`config.mk`:
```
export PLATFORM = sky130hd
export DESIGN_NAME = imm_share_arbiter_flat
export DESIGN_NICKNAME = d
export VERILOG_FILES = /design/src/rtl/imm_share_arbiter_pkg.sv /design/src/rtl/imm_share_arbiter_if.sv /design/src/rtl/imm_share_arbiter_imm_decode.sv /design/src/rtl/imm_share_arbiter.sv /design/src/flat_wrapper.sv
export SDC_FILE = /design/constraint.sdc
export NUM_CORES = 1
export LEC_CHECK = 0
export CAP_MARGIN = 20
export CORE_MARGIN = 2
export CORE_UTILIZATION = 46
export DETAILED_ROUTE_END_ITERATION = 12
export GPL_TIMING_DRIVEN = 0
export PLACE_DENSITY = 0.82
export SYNTH_ARGS = -nofsm -noshare
export SYNTH_HDL_FRONTEND = slang
export SYNTH_HIERARCHICAL = 1
export SYNTH_SLANG_ARGS = --single-unit
export TNS_END_PERCENT = 1
```
`constraint.sdc`:
```
create_clock -name clk -period 5.1 [get_ports clk]
set_input_delay 0.765 -clock clk [delete_from_list [all_inputs] [get_ports clk]]
set_output_delay 0.765 -clock clk [all_outputs]
set_load 0.03 [all_outputs]
```
`src/rtl/imm_share_arbiter_pkg.sv`:
```
// Shared constants for the immediate-generation arbiter: RISC-V opcodes and requester ids.
package imm_share_arbiter_pkg;

    localparam logic [6:0] OP_LOAD   = 7'b0000011;
    localparam logic [6:0] OP_IMM    = 7'b0010011;
    localparam logic [6:0] OP_JALR   = 7'b1100111;
    localparam logic [6:0] OP_STORE  = 7'b0100011;
    localparam logic [6:0] OP_BRANCH = 7'b1100011;
    localparam logic [6:0] OP_LUI    = 7'b0110111;
    localparam logic [6:0] OP_AUIPC  = 7'b0010111;
    localparam logic [6:0] OP_JAL    = 7'b1101111;

    localparam logic SRC_DEC = 1'b0;
    localparam logic SRC_PRE = 1'b1;

endpackage

```
`src/rtl/imm_share_arbiter_if.sv`:
```
// Two requester ports plus the single result slot of the shared immediate generator.
interface imm_share_arbiter_if #(parameter int TAG_W = 4);

    logic             req0_valid;
    logic             req0_ready;
    logic [31:0]      req0_instr;
    logic [31:0]      req0_pc;
    logic [TAG_W-1:0] req0_tag;
    logic             req1_valid;
    logic             req1_ready;
    logic [31:0]      req1_instr;
    logic [31:0]      req1_pc;
    logic [TAG_W-1:0] req1_tag;
    logic             out_valid;
    logic             out_ready;
    logic             out_src;
    logic [TAG_W-1:0] out_tag;
    logic [31:0]      out_imm;
    logic [31:0]      out_target;
    logic             out_no_imm;

    modport master (
        output req0_valid, req0_instr, req0_pc, req0_tag,
        output req1_valid, req1_instr, req1_pc, req1_tag,
        output out_ready,
        input  req0_ready, req1_ready,
        input  out_valid, out_src, out_tag, out_imm, out_target, out_no_imm
    );

    modport slave (
        input  req0_valid, req0_instr, req0_pc, req0_tag,
        input  req1_valid, req1_instr, req1_pc, req1_tag,
        input  out_ready,
        output req0_ready, req1_ready,
        output out_valid, out_src, out_tag, out_imm, out_target, out_no_imm
    );

endinterface

```
`src/rtl/imm_share_arbiter_imm_decode.sv`:
```
// Combinational RV32 immediate extractor; opcodes without an immediate flag no_imm.
module imm_decode
    import imm_share_arbiter_pkg::*;
(
    input  logic [31:0] instr,
    output logic [31:0] imm,
    output logic        no_imm
);

    always_comb begin
        imm    = '0;
        no_imm = 1'b0;
        case (instr[6:0])
            OP_LOAD, OP_IMM, OP_JALR:
                imm = {{20{instr[31]}}, instr[31:20]};
            OP_STORE:
                imm = {{20{instr[31]}}, instr[31:25], instr[11:7]};
            OP_BRANCH:
                imm = {{19{instr[31]}}, instr[31], instr[7], instr[30:25], instr[11:8], 1'b0};
            OP_LUI, OP_AUIPC:
                imm = {instr[31:12], 12'b0};
            OP_JAL:
                imm = {{11{instr[31]}}, instr[31], instr[19:12], instr[20], instr[30:21], 1'b0};
            default:
                no_imm = 1'b1;
        endcase
    end

endmodule

```
`src/rtl/imm_share_arbiter.sv`:
```
// Round-robin share of one immediate/target datapath between decode and predecode,
// with a single registered result slot under valid/ready backpressure.
module imm_share_arbiter
    import imm_share_arbiter_pkg::*;
#(
    parameter int TAG_W = 4,
    parameter int CNT_W = 8
) (
    input  logic                 clk,
    input  logic                 rst,
    imm_share_arbiter_if.slave   bus,
    output logic [CNT_W-1:0]     contention_cnt
);

    logic             out_valid_q, out_valid_d;
    logic             out_src_q, out_src_d;
    logic [TAG_W-1:0] out_tag_q, out_tag_d;
    logic [31:0]      out_imm_q, out_imm_d;
    logic [31:0]      out_target_q, out_target_d;
    logic             out_no_imm_q, out_no_imm_d;
    logic             last_grant_q, last_grant_d;
    logic [CNT_W-1:0] cnt_q, cnt_d;

    logic             accept_en, any_req, grant, accept;
    logic [31:0]      instr_sel, pc_sel, imm_w;
    logic [TAG_W-1:0] tag_sel;
    logic             no_imm_w;

    // Single decoder sits after the grant mux so both requesters share it.
    imm_decode u_dec (
        .instr  (instr_sel),
        .imm    (imm_w),
        .no_imm (no_imm_w)
    );

    always_comb begin
        accept_en = !out_valid_q || bus.out_ready;
        any_req   = bus.req0_valid || bus.req1_valid;
        if (bus.req0_valid && bus.req1_valid) grant = ~last_grant_q;
        else                                  grant = bus.req1_valid ? SRC_PRE : SRC_DEC;
        accept    = any_req && accept_en && !rst;

        instr_sel = (grant == SRC_PRE) ? bus.req1_instr : bus.req0_instr;
        pc_sel    = (grant == SRC_PRE) ? bus.req1_pc    : bus.req0_pc;
        tag_sel   = (grant == SRC_PRE) ? bus.req1_tag   : bus.req0_tag;

        bus.req0_ready = accept && bus.req0_valid && (grant == SRC_DEC);
        bus.req1_ready = accept && bus.req1_valid && (grant == SRC_PRE);

        out_valid_d  = out_valid_q;
        out_src_d    = out_src_q;
        out_tag_d    = out_tag_q;
        out_imm_d    = out_imm_q;
        out_target_d = out_target_q;
        out_no_imm_d = out_no_imm_q;
        last_grant_d = last_grant_q;
        if (accept) begin
            out_valid_d  = 1'b1;
            out_src_d    = grant;
            out_tag_d    = tag_sel;
            out_imm_d    = imm_w;
            out_target_d = pc_sel + imm_w;
            out_no_imm_d = no_imm_w;
            last_grant_d = grant;
        end else if (out_valid_q && bus.out_ready) begin
            out_valid_d = 1'b0;
        end

        cnt_d = cnt_q;
        if (bus.req0_valid && bus.req1_valid && (cnt_q != {CNT_W{1'b1}}))
            cnt_d = cnt_q + 1'b1;
    end

    always_ff @(posedge clk or posedge rst) begin
        if (rst) begin
            out_valid_q  <= 1'b0;
            out_src_q    <= 1'b0;
            out_tag_q    <= '0;
            out_imm_q    <= '0;
            out_target_q <= '0;
            out_no_imm_q <= 1'b0;
            last_grant_q <= SRC_PRE;
            cnt_q        <= '0;
        end else begin
            out_valid_q  <= out_valid_d;
            out_src_q    <= out_src_d;
            out_tag_q    <= out_tag_d;
            out_imm_q    <= out_imm_d;
            out_target_q <= out_target_d;
            out_no_imm_q <= out_no_imm_d;
            last_grant_q <= last_grant_d;
            cnt_q        <= cnt_d;
        end
    end

    assign bus.out_valid  = out_valid_q;
    assign bus.out_src    = out_src_q;
    assign bus.out_tag    = out_tag_q;
    assign bus.out_imm    = out_imm_q;
    assign bus.out_target = out_target_q;
    assign bus.out_no_imm = out_no_imm_q;
    assign contention_cnt = cnt_q;

endmodule
```
`src/flat_wrapper.sv`:
```
// flat-port wrapper written by rule: the top's interface ports become plain ports
module imm_share_arbiter_flat import imm_share_arbiter_pkg::*;
#(
    parameter int TAG_W = 4,
    parameter int CNT_W = 8
)
  (clk, rst, contention_cnt, bus_req0_valid, bus_req0_instr, bus_req0_pc, bus_req0_tag, bus_req1_valid, bus_req1_instr, bus_req1_pc, bus_req1_tag, bus_out_ready, bus_req0_ready, bus_req1_ready, bus_out_valid, bus_out_src, bus_out_tag, bus_out_imm, bus_out_target, bus_out_no_imm);
  imm_share_arbiter_if #(.TAG_W(TAG_W)) bus_i ();
  input  logic clk;
  input  logic rst;
  output logic [CNT_W-1:0] contention_cnt;
  input wire logic [$bits(bus_i.req0_valid)-1:0] bus_req0_valid;
  input wire logic [$bits(bus_i.req0_instr)-1:0] bus_req0_instr;
  input wire logic [$bits(bus_i.req0_pc)-1:0] bus_req0_pc;
  input wire logic [$bits(bus_i.req0_tag)-1:0] bus_req0_tag;
  input wire logic [$bits(bus_i.req1_valid)-1:0] bus_req1_valid;
  input wire logic [$bits(bus_i.req1_instr)-1:0] bus_req1_instr;
  input wire logic [$bits(bus_i.req1_pc)-1:0] bus_req1_pc;
  input wire logic [$bits(bus_i.req1_tag)-1:0] bus_req1_tag;
  input wire logic [$bits(bus_i.out_ready)-1:0] bus_out_ready;
  output wire logic [$bits(bus_i.req0_ready)-1:0] bus_req0_ready;
  output wire logic [$bits(bus_i.req1_ready)-1:0] bus_req1_ready;
  output wire logic [$bits(bus_i.out_valid)-1:0] bus_out_valid;
  output wire logic [$bits(bus_i.out_src)-1:0] bus_out_src;
  output wire logic [$bits(bus_i.out_tag)-1:0] bus_out_tag;
  output wire logic [$bits(bus_i.out_imm)-1:0] bus_out_imm;
  output wire logic [$bits(bus_i.out_target)-1:0] bus_out_target;
  output wire logic [$bits(bus_i.out_no_imm)-1:0] bus_out_no_imm;
  assign bus_i.req0_valid = bus_req0_valid;
  assign bus_i.req0_instr = bus_req0_instr;
  assign bus_i.req0_pc = bus_req0_pc;
  assign bus_i.req0_tag = bus_req0_tag;
  assign bus_i.req1_valid = bus_req1_valid;
  assign bus_i.req1_instr = bus_req1_instr;
  assign bus_i.req1_pc = bus_req1_pc;
  assign bus_i.req1_tag = bus_req1_tag;
  assign bus_i.out_ready = bus_out_ready;
  assign bus_req0_ready = bus_i.req0_ready;
  assign bus_req1_ready = bus_i.req1_ready;
  assign bus_out_valid = bus_i.out_valid;
  assign bus_out_src = bus_i.out_src;
  assign bus_out_tag = bus_i.out_tag;
  assign bus_out_imm = bus_i.out_imm;
  assign bus_out_target = bus_i.out_target;
  assign bus_out_no_imm = bus_i.out_no_imm;
  imm_share_arbiter #(.TAG_W(TAG_W), .CNT_W(CNT_W)) u_core (.clk(clk), .rst(rst), .bus(bus_i), .contention_cnt(contention_cnt));
endmodule
```
==> results of run 1 <==
synthesized netlist by cell type (12+ instances only):
cell	instances	area [um^2]
clkbuf_1	22	82.58
mux2_2	64	720.7
nor2_1	24	90.09
xor2_1	12	105.1
a21oi_1	30	150.1
nand2_1	171	641.9
a21o_1	28	210.2
dfrtp_1	79	1977
o21ai_0	45	225.2
xnor2_1	17	148.9
ha_1	35	437.9
nand3_1	12	60.06
layout by cell type (no fill, tap or decap), drive strengths merged, types with 5 or more instances in the layout:
master	instances
mux2i	9
buf	25
xnor2	17
a211o	5
nor2	26
clkdlybuf4s50	221
o31ai	6
nand2b	8
nand2	171
inv	9
a21oi	32
and3	6
dfrtp	79
o211ai	6
o21ai	51
mux2	64
clkbuf	31
nand4	9
a21o	28
nand3	12
nor2b	5
a31oi	8
xor2	12
and2	12
a211oi	6
ha	35
stage by stage:
step           hold WS (ns)  cells  utilization [%]  setup slack (ns)
2_1_floorplan        0.4936    702                -            0.3868
3_3_place_gp         0.4575   1099            65.29            -1.355
3_5_place_dp         0.4613   1101            65.60            -1.048
4_1_cts              0.4786   1120            68.38          0.007976
5_1_grt              0.4880   1127            69.01          -0.06350
6_report             0.4763   1127            69.01           0.08241
metal layers:
metal	up-vias	wire, um	global-route usage (%)
li1	2979	-	-
met1	2919	8260	34.68
met2	230	9749	48.13
met3	43	1290	6.466
met4	0	618	10.49
met5	-	0	0
layout make-up:
cell class,count,area (um^2),area share (%)
flip-flops and latches,80,2003,22.18
plain buffers,34,195.2,2.162
well taps,176,220.2,2.439
repair buffers,232,2320,25.69
clock inverters,5,81.33,0.9007
multi-input cells,578,3931,43.54
inverters,10,41.29,0.4573
clock buffers,11,232.7,2.577
repair inverters,1,5.005,0.05542
cell families after synthesis:
kind of cell	synth area share, %
simple gates	20.39
compound gates	18.44
flops	32.80
mux	13.28
buf+inv	3.442
fa+ha+maj	7.498
xor+xnor	4.159
registers in the layout, indices dropped and copies added (netlist names):
register and flops:
u_core/bus.out_imm 32, u_core/bus.out_no_imm 1, u_core/bus.out_src 1, u_core/bus.out_tag 4, u_core/bus.out_target 32, u_core/bus.out_valid 1
u_core/contention_cnt 8, u_core/last_grant_q 1
path summary, 6_finish.rpt:
kind,end,cells after the start,from,slack (ns)
worst max-delay path,u_core/bus.out_target[28],18,bus_req1_valid,0.08
worst min-delay path,u_core/bus.out_src,1,u_core/bus.out_src,0.48
worst max register to register,u_core/bus.out_target[28],17,u_core/last_grant_q,0.57
worst min register to register,u_core/bus.out_src,1,u_core/bus.out_src,0.48
max in group asynchronous,u_core/last_grant_q,4,rst,3.52
min in group asynchronous,u_core/contention_cnt[7],2,rst,0.85
power by group through the flow:
stage	clock network, uW	registers, uW	logic (uW)
finish	695	804	1050
global route	736	819	1120
CTS	707	804	1040
detailed placement	0	814	1020
global placement	0	809	1010
floorplan	0	1000	395
what timing repair did:
action / in CTS / in global routing
cloned: 1 / 0
pin swaps: 0 / 5
gates resized for setup: 9 / 12
endpoints found under the setup margin: 20 / 3
buffers inserted: 2 / 7
==> metrics.cfg, run 1 <==
[run_status]
status = finished clean

[floorplanning]
die-area_um2 = 14210
start_util_pct = 46.67
die_x_um = 119.2
dieHeight_um = 119.2
rows = 42
core_um2 = 13090
pin_count = 222

[synthesis]
synth_nets = 879
ys_ff_latch = 80
synth_warnings = 6
ys_seq_area_share_pct = 32.80
ys_types = 72
synth_edf_count = 0
syn_avg_cell_area_um2 = 8.700
async_flop_share_pct = 100.0
synth_cells = 702
syn_area_um2 = 6107
synth_ff_type = dfrtp_1

[grt]
grt_usage_pct = 28.19
grt_overflow = 0
grt_max_degree = 34
grt_pass1_vias = 6151
antenna_found_initial = 0
grt_pass1_wl_um = 31430

[timing]
tns_ns = 0
setup_viol_count_final = 0
finalCriticalPeriod_ns = 5.018
clock.fmax_mhz = 199.3
post-route-period-util_pct = 98.38
slew_headroom_pct = 34.59
worst_slew_pin_slew_ns = 0.9812
hold_viol = 0
clock_skew_ns = 0.004839
maxSlewViolCount = 0

[critical_path]
critPathCaptureType = flip-flop
crit_top_cell = o21ai_2
cp_cell_sequence = clkdlybuf4s50_1, a21boi_4, buf_8, buf_4, mux2_2, and2_0, and3_1, a32o_2, ha_2, inv_1, fa_1, nand2b_1, a21oi_2, o21ai_2, a2111oi_4, o21ai_2, or4b_1, o2111ai_1
worst-path-buf-inv = 4
crit_path_max_incr_delay_ns = 0.51
path_delay_family = compound AO/OA/AOI/OAI gates
arrival_ns = 5.27
crit_path_top_delay_cell = clkdlybuf4s50_1
critPathLaunchType = input port
critPathMaxFanout = 7
worstSetupPathType = in -> reg
critPathRequiredTime_ns = 5.35

[pwr]
power_frac_comb_pct = 41.1
leakagePower_uw = 0.004094
finalPower_uw = 2546
seq_power_share_pct = 31.6
ir_drop_mv = 0.1623
power.switching_uw = 903.1
switching_share_pct = 35.47
powerDensity_nw_per_um2 = 282.0
p_int_uw = 1643
p_clk_share_pct = 27.3

[drt]
postRouteAntennaNets = 0
wl_um = 19920
routedWlPerCell_um = 17.67
vias = 6171
remaining_drc_errors = 0
viasPerCell = 5.476
dr.pass1.iters = 5
drtIter0Drc = 512

[clocking]
clkSlewWorstSetupHoldPaths_ns = 0.06
cts_inserted_buffers = 9
h-tree-depth = 3
clk_latency_ns = 0.34
cts_tree = built
root_buffer = clkbuf_16
cts_hold_buffers = 0
cts_buffer_depth = 2
numClockSinks = 80

[placement]
portBuffers = 221
dp_hpwl_um = 15750
place_area_um2 = 8583
gp_congestion = 0.9489

[layout]
num-fill-cells = 1050
area_growth_pct = 47.86
drive_gt1_share_pct = 14.51
fin_nets = 1123
stdcell_area_um2 = 9030
antennaDiodeCount = 0

[run]
drv_cap = 0

[worst_hold_path]
hp-class = reg -> reg

Note: power is estimated with default switching activity, not from simulation.
==> run 2: changes to the inputs <==
--- a/config.mk
+++ b/config.mk
@@ -11,6 +11,8 @@
 export DETAILED_ROUTE_END_ITERATION = 12
 export GPL_TIMING_DRIVEN = 0
 export PLACE_DENSITY = 0.82
+export SETUP_SLACK_MARGIN = 0.1
+export SLEW_MARGIN = 40
 export SYNTH_ARGS = -nofsm -noshare
 export SYNTH_HDL_FRONTEND = slang
 export SYNTH_HIERARCHICAL = 1
==> run 2 against run 1 <==
Against the previous run:
- design area decreased by 0.19%
- maximum frequency increased by 0.35%
- sequential cell count is the same
- combinational power is essentially flat
- first-iteration DRC count decreased by 31%
- cell count is 0.35% lower
- critical path type unchanged
- critical endpoint unchanged
- largest power group unchanged
==> metrics.cfg, run 2 (synthesis gave the netlist of run 1 again) <==
[critical_path]
critPathRequiredTime_ns = 5.35
critPathMaxFanout = 10
crit_path_top_delay_cell = clkdlybuf4s50_1
critPathLaunchType = input port
rr_startpoint = u_core/last_grant_q
worstSetupPathType = in -> reg
critPathCaptureType = flip-flop
cp_cell_sequence = clkdlybuf4s50_1, a21boi_4, clkbuf_8, mux2_2, and2b_4, nand2_1, o31ai_1, a32o_2, ha_1, inv_1, fa_1, nand2b_1, a21oi_2, o21ai_2, a2111oi_4, o21ai_1, or4b_1, o2111ai_1
arrival_ns = 5.25
crit_path_max_incr_delay_ns = 0.51
worstSetupStartpoint = bus_req1_valid

[clocking]
cts_hold_buffers = 0
clk_latency_ns = 0.34
cts_tree = built
h-tree-depth = 3
numClockSinks = 80
cts_buffer_depth = 2
cts_inserted_buffers = 9
root_buffer = clkbuf_16
clkSlewWorstSetupHoldPaths_ns = 0.06

[drt]
vias = 6156
routedWlPerCell_um = 17.63
postRouteAntennaNets = 0
drtIter0Drc = 354
remaining_drc_errors = 0
wl_um = 19790
dr.pass1.iters = 5
viasPerCell = 5.482

[layout]
mostFrequentLayoutCells = clkdlybuf4s50_1, nand2_1, dfrtp_1
antennaDiodeCount = 0
area_growth_pct = 47.57
layout_commonest_cell = clkdlybuf4s50_1
fin_nets = 1119
drive_gt1_share_pct = 14.15

[grt]
grt_pass1_vias = 6209
grt_overflow = 0
grt_max_degree = 25
grt_usage_pct = 28.33
antenna_found_initial = 0
grt_pass1_wl_um = 31750

[timing]
tns_ns = 0
slew_headroom_pct = 45.27
post-route-period-util_pct = 98.04
maxSlewViolCount = 0
clock.fmax_mhz = 200.0
worst_slew_pin_slew_ns = 0.8209
clock_skew_ns = 0.003970
rsz0062_at_grt = true
setup_viol_count_final = 0
hold_viol = 0
finalCriticalPeriod_ns = 5.000
fin_hold_ws_ns = 0.4760

[floorplanning]
rows = 42
die-area_um2 = 14210
start_util_pct = 46.67
dieHeight_um = 119.2
die_x_um = 119.2
core_um2 = 13090
pin_count = 222

[pwr]
leakagePower_uw = 0.004082
powerDensity_nw_per_um2 = 278.5
ir_drop_mv = 0.1786

[run_status]
status = finished clean

[placement]
dp_hpwl_um = 15810
portBuffers = 221
gp_congestion = 0.9489

[worst_hold_path]
hp-class = reg -> reg
hp-start = u_core/bus.out_imm[15]

[run]
drv_cap = 0

==> run 2: cell count changes in the layout (fill, tap and decap cells not counted), sizes merged <==
cell | previous run | this run
buf | 25 | 19
bufinv | 2 | 1
clkbuf | 31 | 33
inv | 9 | 10
==> run 2: power breakdown <==
part	switching [uW]	total, uW	internal, uW
Sequential	67.0	802	735
Clock	270	663	393
Combinational	567	1040	478
Total	904	2510	1610
==> run 2: timing repair <==
item,CTS,global route
setup endpoints to repair,21,7
hold endpoints to repair,0,0
setup buffers,2,2
resized for setup,11,3
gates cloned,1,0
==> run 2: cell type report <==
class                   count  area (um^2)
repair inverters            1        5.005
repair buffers            228         2325
plain buffers              34        190.2
multi-input cells         578         3929
inverters                  10        41.29
clock buffers              11        242.7
well taps                 176        220.2
flip-flops and latches     80         2003
clock inverters             5        56.30
fillers                  1049         4073
==> run 2: worst max-delay path: cells and delay by family <==
| family | cells | cell delay, ns |
|---|---|---|
| and+or+nand+nor | 4 | 1.08 |
| adders and majority gates | 2 | 0.60 |
| AOI/OAI and AO/OA | 8 | 1.61 |
| muxes | 1 | 0.37 |
| buffers and inverters | 3 | 0.81 |
==> run 2: final timing paths <==
kind                       slack (ns)  cells after the start                         to
min                              0.48                      2     u_core/bus.out_imm[15]
max in group asynchronous        3.83                      4     u_core/bus.out_imm[19]
max reg2reg                      0.69                     17  u_core/bus.out_target[28]
min in group asynchronous        0.92                      3   u_core/contention_cnt[3]
min reg2reg                      0.48                      2     u_core/bus.out_imm[15]
max                               0.1                     18  u_core/bus.out_target[28]
==> run 2: metrics by stage <==
step	instance area [um^2]	power, uW	setup slack (ns)	cells	utilization (%)
after floorplan	6111	1398	0.3868	702	-
after global placement	8543	1819	-1.355	1099	65.29
after detailed placement	8627	1840	-1.017	1102	65.93
after CTS	8990	2520	0.05169	1121	68.70
after global routing	9012	2638	-0.1161	1123	68.88
final	9012	2510	0.09984	1123	68.88
==> run 2: metal layers <==
layer	GRT usage, %	part of all wire [%]
met1	34.06	41
met2	48.85	49
met3	5.843	6.9
met4	12.50	3.7
met5	0	0
